===== src/rtl/conv_sa_post_if.sv =====
// Handshake and control bundle between the post-row sequencing controller and
// its environment (array column sums, tile control, result FIFO credits).
interface conv_sa_post_if #(
    parameter int M_BLK = 8
);
    localparam int SEL_W = (M_BLK > 1) ? $clog2(M_BLK) : 1;
    localparam int NB_W  = $clog2(M_BLK) + 1;

    logic             start;
    logic [NB_W-1:0]  cfg_n_blk;
    logic [15:0]      cfg_n_ic;
    logic             busy;
    logic             done;
    logic             sum_vld;
    logic             sum_rdy;
    logic             in_rstp;
    logic [SEL_W-1:0] in_sel;
    logic             y_vld;
    logic [SEL_W-1:0] y_blk;
    logic             out_pop;

    modport master (
        input  start, cfg_n_blk, cfg_n_ic, sum_vld, out_pop,
        output busy, done, sum_rdy, in_rstp, in_sel, y_vld, y_blk
    );

    modport slave (
        output start, cfg_n_blk, cfg_n_ic, sum_vld, out_pop,
        input  busy, done, sum_rdy, in_rstp, in_sel, y_vld, y_blk
    );
endinterface


===== src/rtl/conv_sa_post_ctrl.sv =====
// Post-row sequencer: walks block (inner) and input-channel chunk (outer)
// indices, drives in_rstp/in_sel, and tracks final results with output credits.
module conv_sa_post_ctrl #(
    parameter int M_BLK     = 8,
    parameter int P         = 16,
    parameter int POST_LAT  = 3,
    parameter int OUT_DEPTH = 4
) (
    input  logic           clk,
    input  logic           rstn,
    conv_sa_post_if.master bus
);
    localparam int SEL_W  = (M_BLK > 1) ? $clog2(M_BLK) : 1;
    localparam int NB_W   = $clog2(M_BLK) + 1;
    localparam int CR_W   = $clog2(OUT_DEPTH + 1);
    // Token visible at stage k in cycle t+1+k; y_vld must appear at t+POST_LAT+P.
    localparam int STAGES = POST_LAT + P - 1;

    typedef enum logic [1:0] {IDLE, RUN, DRAIN} state_t;

    state_t             state_q;
    logic [SEL_W-1:0]   blk_q;
    logic [15:0]        ic_q;
    logic [NB_W-1:0]    n_blk_q;
    logic [15:0]        n_ic_q;
    logic [CR_W-1:0]    credits_q, credits_d;
    logic               in_rstp_q;
    logic [SEL_W-1:0]   in_sel_q;
    logic               busy_q;
    logic               done_q;
    logic [STAGES:0]             vld_pipe;
    logic [STAGES:0][SEL_W-1:0]  blk_pipe;

    logic last_ic, last_blk, sum_rdy, accept, final_beat, pipe_empty;

    assign last_ic    = (ic_q == n_ic_q - 16'd1);
    assign last_blk   = (NB_W'(blk_q) == n_blk_q - NB_W'(1));
    assign sum_rdy    = (state_q == RUN) && (!last_ic || (credits_q != '0));
    assign accept     = bus.sum_vld && sum_rdy;
    assign final_beat = accept && last_ic;
    // The token sitting in the last stage is the one on y_vld this cycle.
    assign pipe_empty = (vld_pipe[STAGES-1:0] == '0);

    always_ff @(posedge clk or negedge rstn) begin
        if (!rstn) begin
            state_q   <= IDLE;
            blk_q     <= '0;
            ic_q      <= '0;
            n_blk_q   <= '0;
            n_ic_q    <= '0;
            in_rstp_q <= 1'b0;
            in_sel_q  <= '0;
            busy_q    <= 1'b0;
            done_q    <= 1'b0;
        end else begin
            done_q    <= 1'b0;
            in_rstp_q <= 1'b0;
            unique case (state_q)
                IDLE: begin
                    if (bus.start) begin
                        n_blk_q <= bus.cfg_n_blk;
                        n_ic_q  <= bus.cfg_n_ic;
                        blk_q   <= '0;
                        ic_q    <= '0;
                        busy_q  <= 1'b1;
                        state_q <= (bus.cfg_n_blk == '0 || bus.cfg_n_ic == '0) ? DRAIN : RUN;
                    end
                end
                RUN: begin
                    if (accept) begin
                        in_sel_q  <= blk_q;
                        in_rstp_q <= (ic_q == '0);
                        if (last_blk) begin
                            blk_q <= '0;
                            if (last_ic) state_q <= DRAIN;
                            else         ic_q    <= ic_q + 16'd1;
                        end else begin
                            blk_q <= blk_q + SEL_W'(1);
                        end
                    end
                end
                DRAIN: begin
                    if (pipe_empty) begin
                        done_q  <= 1'b1;
                        busy_q  <= 1'b0;
                        state_q <= IDLE;
                    end
                end
                default: state_q <= IDLE;
            endcase
        end
    end

    always_comb begin
        credits_d = credits_q;
        if (final_beat && !bus.out_pop)
            credits_d = credits_q - CR_W'(1);
        else if (bus.out_pop && !final_beat && credits_q != CR_W'(OUT_DEPTH))
            credits_d = credits_q + CR_W'(1);
    end

    always_ff @(posedge clk or negedge rstn) begin
        if (!rstn) begin
            credits_q <= CR_W'(OUT_DEPTH);
            vld_pipe  <= '0;
            blk_pipe  <= '0;
        end else begin
            credits_q <= credits_d;
            vld_pipe  <= {vld_pipe[STAGES-1:0], final_beat};
            blk_pipe  <= {blk_pipe[STAGES-1:0], blk_q};
        end
    end

    assign bus.busy    = busy_q;
    assign bus.done    = done_q;
    assign bus.sum_rdy = sum_rdy;
    assign bus.in_rstp = in_rstp_q;
    assign bus.in_sel  = in_sel_q;
    assign bus.y_vld   = vld_pipe[STAGES];
    assign bus.y_blk   = blk_pipe[STAGES];
endmodule


===== src/flat_wrapper.sv =====
// flat-port wrapper written by rule: the top's interface ports become plain ports
module conv_sa_post_ctrl_flat 
#(
    parameter int M_BLK     = 8,
    parameter int P         = 16,
    parameter int POST_LAT  = 3,
    parameter int OUT_DEPTH = 4
)
  (clk, rstn, bus_start, bus_cfg_n_blk, bus_cfg_n_ic, bus_sum_vld, bus_out_pop, bus_busy, bus_done, bus_sum_rdy, bus_in_rstp, bus_in_sel, bus_y_vld, bus_y_blk);
  conv_sa_post_if #(.M_BLK(M_BLK)) bus_i ();
  input  logic clk;
  input  logic rstn;
  input wire logic [$bits(bus_i.start)-1:0] bus_start;
  input wire logic [$bits(bus_i.cfg_n_blk)-1:0] bus_cfg_n_blk;
  input wire logic [$bits(bus_i.cfg_n_ic)-1:0] bus_cfg_n_ic;
  input wire logic [$bits(bus_i.sum_vld)-1:0] bus_sum_vld;
  input wire logic [$bits(bus_i.out_pop)-1:0] bus_out_pop;
  output wire logic [$bits(bus_i.busy)-1:0] bus_busy;
  output wire logic [$bits(bus_i.done)-1:0] bus_done;
  output wire logic [$bits(bus_i.sum_rdy)-1:0] bus_sum_rdy;
  output wire logic [$bits(bus_i.in_rstp)-1:0] bus_in_rstp;
  output wire logic [$bits(bus_i.in_sel)-1:0] bus_in_sel;
  output wire logic [$bits(bus_i.y_vld)-1:0] bus_y_vld;
  output wire logic [$bits(bus_i.y_blk)-1:0] bus_y_blk;
  assign bus_i.start = bus_start;
  assign bus_i.cfg_n_blk = bus_cfg_n_blk;
  assign bus_i.cfg_n_ic = bus_cfg_n_ic;
  assign bus_i.sum_vld = bus_sum_vld;
  assign bus_i.out_pop = bus_out_pop;
  assign bus_busy = bus_i.busy;
  assign bus_done = bus_i.done;
  assign bus_sum_rdy = bus_i.sum_rdy;
  assign bus_in_rstp = bus_i.in_rstp;
  assign bus_in_sel = bus_i.in_sel;
  assign bus_y_vld = bus_i.y_vld;
  assign bus_y_blk = bus_i.y_blk;
  conv_sa_post_ctrl #(.M_BLK(M_BLK), .P(P), .POST_LAT(POST_LAT), .OUT_DEPTH(OUT_DEPTH)) u_core (.clk(clk), .rstn(rstn), .bus(bus_i));
endmodule

===== config.mk =====
export PLATFORM = sky130hd
export DESIGN_NAME = conv_sa_post_ctrl_flat
export DESIGN_NICKNAME = d
export VERILOG_FILES = /design/src/rtl/conv_sa_post_if.sv /design/src/rtl/conv_sa_post_ctrl.sv /design/src/flat_wrapper.sv
export SDC_FILE = /design/constraint.sdc
export NUM_CORES = 1
export LEC_CHECK = 0
export BUFFER_PORTS_ARGS = -buffer_cell sky130_fd_sc_hd__clkbuf_2
export CAP_MARGIN = 10
export CORE_MARGIN = 1.5
export CORE_UTILIZATION = 59
export CTS_BUF_LIST = sky130_fd_sc_hd__clkbuf_16
export DETAILED_ROUTE_END_ITERATION = 6
export GPL_TIMING_DRIVEN = 0
export MAX_ROUTING_LAYER = met4
export PLACE_DENSITY = 0.78
export SYNTH_ARGS = -nofsm -noshare
export SYNTH_HDL_FRONTEND = slang
export SYNTH_SLANG_ARGS = --single-unit

===== constraint.sdc =====
create_clock -name clk -period 4.1 [get_ports clk]
set_input_delay 0.615 -clock clk [delete_from_list [all_inputs] [get_ports clk]]
set_output_delay 0.615 -clock clk [all_outputs]
set_load 0.05 [all_outputs]

==> run metrics, run 1 <==
Post-Synthesis Cell Area 5149 µm²; register area 3154 µm²; Clock Path Buffers 2; Syn. warnings 0; simple-gate area share of the yosys netlist 0.1857; DRC violations left 0; initial antenna violation count 0; r2r endpoint u_core.credits_q[1]; Setup Skew 0.01014 ns; first-pass GRT wire length 18,070 µm; VDD IR max 0.4984 mV; largest family of logic cells by synthesized area simple AND/OR/NAND/NOR gates; fillers 539; largest net degree at the start of global routing 127; placed instance area 5464 µm²; Critical R2R Launch u_core.n_ic_q[3]; fin crit share 0.9413; post-synth top area share 0.6075; Vias/cell 6.021; Yosys cell types 63; Starting Density 0.6173; total number of vias 3,727; mux cell area share after synthesis 0.01361; final hold vios 0; area share of xor/xnor cells in the synthesized design 0.05103; Fmax 0.2591 GHz; Sink Count 126; H-tree levels 4; area leader, netlist dfrtp_1; multi-input logic area 1853 µm²; Antenna diodes 0; reg2reg path depth 11; Iteration-0 DRC Markers 225; Post-DP HPWL 7015 µm; WL/cell 17.76 µm; Slew @ Worst Pin 0.9680 ns; die area 9296 µm²; most numerous cell in the Yosys netlist dfrtp_1; GR Overflow Total 0; EDFF count, synth 0; DR pass1 iterations 5; Boundary Pins 36; Tightest Hold Check Type input port to async pin; Final Slew Violations 0; Synth Instances 447; top area cells in the synthesized netlist dfrtp_1 61%, nand2_1 5.5%, xnor2_1 4.3%; power share of the combinational group 0.226; top cells by count, synth 125 x dfrtp_1, 76 x nand2_1, 25 x xnor2_1; Mapped Avg Cell Area 11.52 µm²; CTS tree done; Max-slew headroom 0.3546; Mapped Nets 478; row cnt 33; CTS buffer count 17; core area 8341 µm²; final setup fails 0; final WL 11,000 µm; crit path DAT 4.13 ns; Synth-to-Final Area Change 18.15%; Worst Setup SP u_core.n_ic_q[3]; CP Capture Type flip-flop; fin nets 532; GR Util All Layers 0.2732; Pwr Density 728.2 nW/µm²; register area share after synthesis 0.6126; max_cap viols 0; Final ANT Viol Nets 0; CTS clk-pin slew, worst paths 0.06 ns; Synth Area in Compound Gates 0.09016; Startpoint Class flip-flop; die span in x 96.42 µm; Synth Register Bits 126; setup bufs post-CTS 0; RSZ-0062 raised after global routing no; vias in the first global route 3,657; flop2flop setup slack 0.24 ns; setup_tns 0 ns; clock root buffer clkbuf_16; share of cells above drive strength 1 0.1984; Tmin final 3.859 ns; async set-reset flop share out of synthesis 1.000; Pleak 0.002899 µW; ys flop type dfrtp_1; Seq pwr share 0.431; port buffer count 35; CP Max Fanout 8; Worst Path Required 4.37 ns; Placer Congestion 0.9456; Clock Power Share 0.343; Post-Synth Adder-Cell Area 0.01604; post-route cell area 6083 µm²; Int Power 2966 µW; Die Y 96.42 µm; sw frac 0.3305; Clk Latency, worst-skew pair 0.41 ns; status completed; Setup Crit Path Kind flip-flop to flip-flop; Critical Path End u_core.credits_q[1]; switching power 1464 µW
[cells in the final DEF (no fill, tap or decap), drive strengths merged, types with 3 or more instances in the layout]
cell type | synthesis | final
nor4 | 18 | 18
and2 | 3 | 3
xnor2 | 25 | 25
o21ai | 16 | 16
a31oi | 6 | 6
a31o | 3 | 3
a21oi | 19 | 19
or4 | 5 | 5
nand2b | 5 | 5
and3 | 7 | 7
nor3 | 6 | 6
a41o | 3 | 3
and4 | 3 | 3
mux2 | 4 | 4
buf | 9 | 9
inv | 14 | 24
ha | 5 | 5
clkbuf | 10 | 62
or3 | 5 | 5
nand3 | 11 | 11
nand2 | 76 | 76
nand4b | 3 | 3
nor3b | 4 | 4
dfrtp | 125 | 125
nor2 | 23 | 23
xor2 | 5 | 5
nand4 | 7 | 7
[flip-flops by register name (all words and copies together), names as in the netlist]
register and cells:
u_core.bus.done 1, u_core.n_ic_q 16, u_core.state_q 2, u_core.credits_q 3, u_core.bus.y_blk 3, u_core.bus.busy 1
u_core.vld_pipe 19, u_core.bus.in_sel 3, u_core.blk_pipe 54, u_core.bus.in_rstp 1, u_core.n_blk_q 4, u_core.ic_q 16
u_core.blk_q 3
[metrics by stage]
stage	power [µW]	hold slack [ns]	setup WS, ns	utilization	cells
after detailed placement	2879	0.3355	0.2536	0.6551	587
after CTS	4439	0.3483	0.07280	0.7273	619
after floorplan	2593	0.3194	0.8039	-	447
after global placement	2801	0.3324	0.4920	0.6541	587
after global routing	4653	0.3505	0.04150	0.7294	619
final	4430	0.3154	0.2407	0.7294	619
[kinds of logic after synthesis]
| family | Yosys count |
|---|---|
| compound gates | 68 |
| flops | 126 |
| simple gates | 179 |
| xor+xnor | 30 |
| fa+ha+maj | 6 |
| buf+inv | 33 |
| mux | 5 |
[area by class of cell]
cell class,count,share of cell area
clock buffer,17,0.06993
tap,105,0.02160
timing repair buffer,35,0.03023
multi-input combinational,288,0.3046
sequential,126,0.5185
inverter,14,0.008638
clock inverter,15,0.02900
buffer,19,0.01748
[critical path: stages, from the launching register on]
cell and delay, ns:
dfrtp_1 0.47, nor4_4 0.51, nand3_1 0.16, xnor2_1 0.15
or4_4 0.56, nor4_4 0.47, nand2_1 0.17, fa_1 0.56
o21ai_0 0.09, and3_1 0.19, a31oi_1 0.23, o21ai_0 0.16
[power by group through the flow]
stage,logic [µW],clock network (µW),registers [µW]
final,1000,1520,1910
after global routing,1100,1600,1950
after CTS,989,1540,1910
after detailed placement,964,0,1910
after global placement,919,0,1880
after floorplan,696,0,1900
[repair_timing]
| item | in CTS | in global routing |
|---|---|---|
| resized for setup | 0 | 2 |
| hold buffers | 0 | 0 |
| endpoints found under the setup margin | 0 | 2 |
[worst min-delay path by stage]
stage | cells past startpoint | from | slack [ns] | end
after global placement | 0 | u_core.blk_pipe[21] | 0.33 | u_core.blk_pipe[24]
after detailed placement | 0 | u_core.blk_pipe[25] | 0.34 | u_core.blk_pipe[28]
after CTS | 0 | u_core.blk_pipe[13] | 0.35 | u_core.blk_pipe[16]
after floorplan | 0 | rstn | 0.32 | u_core.blk_pipe[0]
after global routing | 0 | u_core.blk_pipe[42] | 0.35 | u_core.blk_pipe[45]
final | 1 | rstn | 0.32 | u_core.bus.y_blk[0]
[metal layers]
layer,share of wire,up-vias,track usage
met5,0,-,-
met4,0.025,0,0.1063
met3,0.052,33,0.06338
met2,0.48,165,0.4308
met1,0.45,1853,0.3462
li1,-,1676,-
Power figures use the tool's default switching activity.
==> run 2: changes to the inputs <==
--- a/config.mk
+++ b/config.mk
@@ -7,13 +7,15 @@
 export LEC_CHECK = 0
 export BUFFER_PORTS_ARGS = -buffer_cell sky130_fd_sc_hd__clkbuf_2
 export CAP_MARGIN = 10
+export CELL_PAD_IN_SITES_DETAIL_PLACEMENT = 0
+export CELL_PAD_IN_SITES_GLOBAL_PLACEMENT = 2
 export CORE_MARGIN = 1.5
-export CORE_UTILIZATION = 59
+export CORE_UTILIZATION = 40
 export CTS_BUF_LIST = sky130_fd_sc_hd__clkbuf_16
 export DETAILED_ROUTE_END_ITERATION = 6
 export GPL_TIMING_DRIVEN = 0
 export MAX_ROUTING_LAYER = met4
-export PLACE_DENSITY = 0.78
+export PLACE_DENSITY_LB_ADDON = 0.1
 export SYNTH_ARGS = -nofsm -noshare
 export SYNTH_HDL_FRONTEND = slang
 export SYNTH_SLANG_ARGS = --single-unit
==> constraint.sdc (replaced) <==
create_clock -name clk -period 3.8 [get_ports clk]
set_input_delay 0.57 -clock clk [delete_from_list [all_inputs] [get_ports clk]]
set_output_delay 0.57 -clock clk [all_outputs]
set_load 0.05 [all_outputs]
==> run 2 against run 1 <==
  * Clock power hardly changed
  * Hold slack lost 0.25 ns
  * Combinational power grew 7%
  * Final area grew 1.4%
  * Critical endpoint is now bus_sum_rdy
  * Largest cell class unchanged
==> run metrics, run 2 (synthesis gave the netlist of run 1 again) <==
status completed; fin nets 535 (+0.56%); die area 13,560 µm² (+46%); initial antenna violation count 0 (unchanged); Final ANT Viol Nets 0 (unchanged); most frequent CP cell nor4_4; Fmax 0.2744 GHz; Tmin final 3.645 ns; Starting Density 0.4097 (-0.2077); Placer Congestion 0.7982 (-16%); CTS buffer count 17 (unchanged); Pleak 0.002890 µW (-0.31%); largest net degree at the start of global routing 92 (-28%); Sink Count 126 (unchanged); WL/cell 15.83 µm (-11%); CTS tree done; Vias/cell 5.038 (-16%); Max-slew headroom 0.5519 (+0.1972); crit path DAT 3.07 ns (-1.06 ns); Boundary Pins 36 (unchanged); clock root buffer clkbuf_16; Worst Path Required 3.23 ns (-1.14 ns); H-tree levels 4 (unchanged); Clk Latency, worst-skew pair 0.41 ns (about the same); Iteration-0 DRC Markers 158 (-30%); CP max-delay cell or4_4; Setup Crit Path Kind flip-flop to primary output; RSZ-0062 raised after global routing no; Final Non-Filler Cells 688 (+11%); Die Y 116.5 µm (+21%); hold_buf cts 0 (unchanged); Clock Path Buffers 2 (unchanged); max_cap viols 0 (unchanged); fin crit share 0.9592; port buffer count 35 (unchanged); Setup Skew 0.007933 ns (-0.002206 ns); vias in the first global route 3,292 (-10%); share of cells above drive strength 1 0.2074 (+0.008921); total number of vias 3,466 (-7.0%); CTS clk-pin slew, worst paths 0.05 ns (about the same); GR Util All Layers 0.1863 (-0.08693); Post-DP HPWL 7566 µm (+7.9%); Synth-to-Final Area Change 19.85%; DRC violations left 0 (unchanged); die span in x 116.5 µm (+21%); CP Capture Type primary output; max reg flops 54 (unchanged); Slew @ Worst Pin 0.6722 ns (-0.2958 ns); Critical Path Max Stage Delay 0.56 ns (about the same); Tightest Hold Check Type input port to async pin; most frequent cells in the layout 125 x dfrtp_1, 76 x nand2_1, 35 x clkbuf_2, 25 x xnor2_1, 23 x nor2_1; core area 12,570 µm² (+51%); leading cell type in the layout, fill and taps excluded dfrtp_1; fillers 1,184 (+120%); GR Overflow Total 0 (unchanged); row cnt 41 (+24%); DR pass1 iterations 4 (-1); Final Slew Violations 0 (unchanged); first-pass GRT wire length 17,820 µm (-1.4%); CP Max Fanout 10 (+2); Reg with most FFs u_core.blk_pipe; crit-path cells clkbuf_2 > nor4_4 > nand3_1 > xnor2_1 > or4_4 > nor4_4 > buf_6 > a21oi_1 > buf_4; Startpoint Class flip-flop; final hold vios 0 (unchanged); final setup fails 0 (unchanged); post-layout util 0.4910 (-0.2384); biggest regs u_core.blk_pipe x54, u_core.vld_pipe x19; Pwr Density 745.5 nW/µm² (+2.4%); Antenna diodes 0 (unchanged); final WL 10,890 µm (-0.95%); placed cells 655 (+12%); VDD IR max 0.3530 mV (-29%)
## run 2: changes by cell type in the layout (fill, tap and decap cells not counted), moves of 3 or more
cell and change:
buf_4 +3, clkinv_2 +3, inv_8 -4, inv_6 -3
clkinvlp_4 +3
## run 2: stage by stage
step / hold slack (ns) / setup slack, ns / setup TNS (ns) / power [µW] / cell area (µm²)
final: 0.06044 / 0.1552 / 0 / 4600 / 6171
after global routing: 0.06675 / 0.006557 / 0 / 4893 / 6171
after CTS: 0.05552 / 0.004499 / 0 / 4636 / 6140
after detailed placement: 0.3347 / -0.04179 / -0.05905 / 3106 / 5575
after global placement: 0.3313 / -0.02168 / -0.02845 / 3066 / 5539
after floorplan: 0.2744 / 0.5039 / 0 / 2797 / 5149
## run 2: power breakdown
part | internal, µW | switching (µW)
Combinational | 449 | 623
Clock | 892 | 593
Sequential | 1770 | 271
## run 2: layer usage
| layer | part of all wire | track usage | vias up | routed length (µm) |
|---|---|---|---|---|
| met5 | 0 | - | - | 0 |
| met2 | 0.44 | 0.2561 | 92 | 4752 |
| li1 | - | - | 1675 | - |
| met4 | 0.016 | 0.07561 | 0 | 173 |
| met3 | 0.050 | 0.04878 | 17 | 549 |
| met1 | 0.50 | 0.2619 | 1682 | 5416 |
## run 2: what timing repair did
item / in CTS / in global routing
endpoints found under the setup margin: 3 / 3
buffers inserted: 0 / 2
resized for setup: 2 / 6
pin swaps: 1 / 3
## run 2: path summary, 6_finish.rpt
path | startpoint | to | slack [ns] | cells after the start
setup reg to reg | u_core.n_ic_q[8] | u_core.credits_q[1] | 0.32 | 12
min in group clk | u_core.blk_pipe[26] | u_core.blk_pipe[29] | 0.34 | 0
hold / removal | rstn | u_core.blk_pipe[51] | 0.06 | 1
hold reg to reg | u_core.blk_pipe[26] | u_core.blk_pipe[29] | 0.34 | 0
setup / recovery | u_core.n_ic_q[8] | bus_sum_rdy | 0.16 | 9
max in group asynchronous | rstn | u_core.n_ic_q[11] | 3.00 | 2
## run 2: area by class of cell
cell class	count	area, µm²	area share
buffer	19	106.4	0.01723
clock buffer	17	425.4	0.06894
clock inverter	14	121.4	0.01967
inverter	14	52.55	0.008516
multi-input combinational	288	1867	0.3025
sequential	126	3154	0.5112
tap	172	215.2	0.03487
timing repair buffer	38	229.0	0.03710
## run 2: worst max-delay path: cells and delay by family (launching register included)
kind / cells / cell delay [ns]
AOI/OAI and AO/OA: 1 / 0.10
xor gates and xnor gates: 1 / 0.15
buffers and inverters: 3 / 0.62
DFF: 1 / 0.35
and+or+nand+nor: 4 / 1.44
==> run 3: changes to the inputs <==
--- a/config.mk
+++ b/config.mk
@@ -14,8 +14,10 @@
 export CTS_BUF_LIST = sky130_fd_sc_hd__clkbuf_16
 export DETAILED_ROUTE_END_ITERATION = 6
 export GPL_TIMING_DRIVEN = 0
+export HOLD_SLACK_MARGIN = 0.1
 export MAX_ROUTING_LAYER = met4
 export PLACE_DENSITY_LB_ADDON = 0.1
 export SYNTH_ARGS = -nofsm -noshare
 export SYNTH_HDL_FRONTEND = slang
 export SYNTH_SLANG_ARGS = --single-unit
+export TNS_END_PERCENT = 1
==> run 3 against run 2 <==
  * Worst setup slack is essentially flat
  * Maximum frequency about the same
  * Highest routed layer unchanged
  * Combinational power is essentially flat
  * Non-clock buffer count is 1 higher
  * Flip-flop and latch count unchanged
  * Critical path type unchanged
==> run metrics, run 3 (synthesis gave the netlist of run 1 again) <==
most frequent cells in the layout 125 x dfrtp_1, 76 x nand2_1, 35 x clkbuf_2, 25 x xnor2_1, 23 x nor2_1; Slew @ Worst Pin 0.6755 ns (+0.003331 ns); final hold vios 0 (unchanged); largest net degree at the start of global routing 92 (unchanged); Iteration-0 DRC Markers 151 (-4.4%); row cnt 41 (unchanged); Synth-to-Final Area Change 20.05%; H-tree levels 4 (unchanged); RSZ-0062 raised after global routing no; Clock Path Buffers 2 (unchanged); total power draw 4600 µW (about the same); Antenna diodes 0 (unchanged); CTS tree done; Die Y 116.5 µm (unchanged); Seq pwr share 0.444 (about the same); crit path DAT 3.08 ns (about the same); final setup fails 0 (unchanged); Setup Skew 0.006945 ns (-0.0009882 ns); Hold Path Sink u_core.blk_pipe[29]; total number of vias 3,461 (-0.14%); most frequent CP cell nor4_4; max reg flops 54 (unchanged); Pwr Density 744.2 nW/µm² (-0.17%); Critical R2R Launch u_core.n_ic_q[8]; Post-DP HPWL 7566 µm (unchanged); Starting Density 0.4097 (unchanged); Fmax 0.2743 GHz (about the same); DRC violations left 0 (unchanged); Max-slew headroom 0.5496 (-0.002221); flop2flop setup slack 0.32 ns (about the same); Startpoint Class flip-flop; Placer Congestion 0.7982 (unchanged); VDD IR max 0.3534 mV (+0.11%); fin nets 536 (+0.19%); placed cells 655 (unchanged); Vias/cell 5.023 (-0.29%); CP max-delay cell or4_4; fin crit share 0.9592 (about the same); setup_tns 0 ns (unchanged); Tightest Hold Check Type flip-flop to flip-flop; Int Power 3114 µW (about the same); Final ANT Viol Nets 0 (unchanged); power share of the combinational group 0.233 (about the same); die area 13,560 µm² (unchanged); Worst Setup SP u_core.n_ic_q[8]; die span in x 116.5 µm (unchanged); share of cells above drive strength 1 0.2070 (-0.0004011); initial antenna violation count 0 (unchanged); max_cap viols 0 (unchanged); CTS clk-pin slew, worst paths 0.05 ns (about the same); Final Slew Violations 0 (unchanged); Setup Crit Path Kind flip-flop to primary output; biggest regs u_core.blk_pipe x54, u_core.vld_pipe x19; Clk Latency, worst-skew pair 0.41 ns (about the same); reg2reg path depth 12 (unchanged); min-delay src u_core.blk_pipe[26]; Pleak 0.002894 µW (+0.14%); sw frac 0.3230 (about the same); Tmin final 3.645 ns (+0.0002110 ns); switching power 1486 µW (about the same); Critical Path Max Stage Delay 0.56 ns (about the same); GR Util All Layers 0.1865 (+0.0002310); critical path's top delay family simple AND/OR/NAND/NOR gates; crit-path cells clkbuf_2 > nor4_4 > nand3_1 > xnor2_1 > or4_4 > nor4_4 > buf_6 > a21oi_1 > buf_4; first-pass GRT wire length 17,840 µm (+0.12%); Worst Path Required 3.23 ns (about the same); Sink Count 126 (unchanged); CP Max Fanout 10 (unchanged); Boundary Pins 36 (unchanged); CP Capture Type primary output; Reg with most FFs u_core.blk_pipe; WL/cell 15.80 µm (-0.17%); r2r endpoint u_core.credits_q[1]; core area 12,570 µm² (unchanged); Clock Power Share 0.323 (about the same); vias in the first global route 3,298 (+0.18%); status completed; Final Non-Filler Cells 689 (+0.15%); DR pass1 iterations 4 (unchanged); port buffer count 35 (unchanged); worst hold path depth 0; Worst Path Buf+Inv 3 (unchanged); GR Overflow Total 0 (unchanged); clock root buffer clkbuf_16; CTS buffer count 17 (unchanged); leading cell type in the layout, fill and taps excluded dfrtp_1; final WL 10,890 µm (about the same)
## run 3: worst register-to-register path, delay by kind of cell (launching register included)
kind / cells / cell delay (ns)
AOI/OAI and AO/OA: 3 / 0.30
buffers and inverters: 1 / 0.18
and+or+nand+nor: 6 / 1.87
adders and majority gates: 1 / 0.51
DFF: 1 / 0.35
xor gates and xnor gates: 1 / 0.15
## run 3: how the worst max path moves through the flow
stage	end	slack (ns)	cells past startpoint
finish	bus_sum_rdy	0.15	9
global route	bus_sum_rdy	0.007	9
global placement	u_core.credits_q[1]	-0.02	12
detailed placement	u_core.credits_q[1]	-0.04	11
floorplan	u_core.credits_q[1]	0.50	12
CTS	bus_sum_rdy	0.004	8
## run 3: repair_timing
item,CTS,global route
buffers inserted,0,2
hold buffers,1,0
setup endpoints to repair,3,3
pin swaps,1,3
endpoints found under the hold margin,35,0
gates resized for setup,2,6
## run 3: power by group through the flow
stage	registers (µW)	clock network [µW]	logic (µW)
3_5_place_dp	2070	0	1040
5_1_grt	2100	1590	1200
4_1_cts	2050	1520	1060
3_3_place_gp	2040	0	1020
6_report	2040	1490	1070
2_1_floorplan	2050	0	750
## run 3: metal layers
metal  vias up  routed length, µm  share of wire  track usage
met5         -                  0              0            -
met3        12                469          0.043      0.04878
li1       1679                  -              -            -
met1      1683               5484           0.50       0.2619
met4         0                149          0.014      0.07561
met2        87               4785           0.44       0.2569
## run 3: final cells by class
cell class	instances	area [µm²]
clock buffer	17	425.4
inverter	14	52.55
multi-input combinational	288	1867
buffer	19	106.4
sequential	126	3154
timing repair buffer	39	239.0
fill	1182	6387
clock inverter	14	121.4
tap	172	215.2
## run 3: through the flow
step           utilization  hold WS [ns]  cell area (µm²)  setup WS (ns)
4_1_cts             0.4893        0.3477             6150       0.004499
5_1_grt             0.4918        0.3499             6181       0.006557
6_report            0.4918        0.3442             6181         0.1550
2_1_floorplan            -        0.2744             5149         0.5039
3_3_place_gp        0.4407        0.3313             5539       -0.02168
3_5_place_dp        0.4436        0.3347             5575       -0.04179
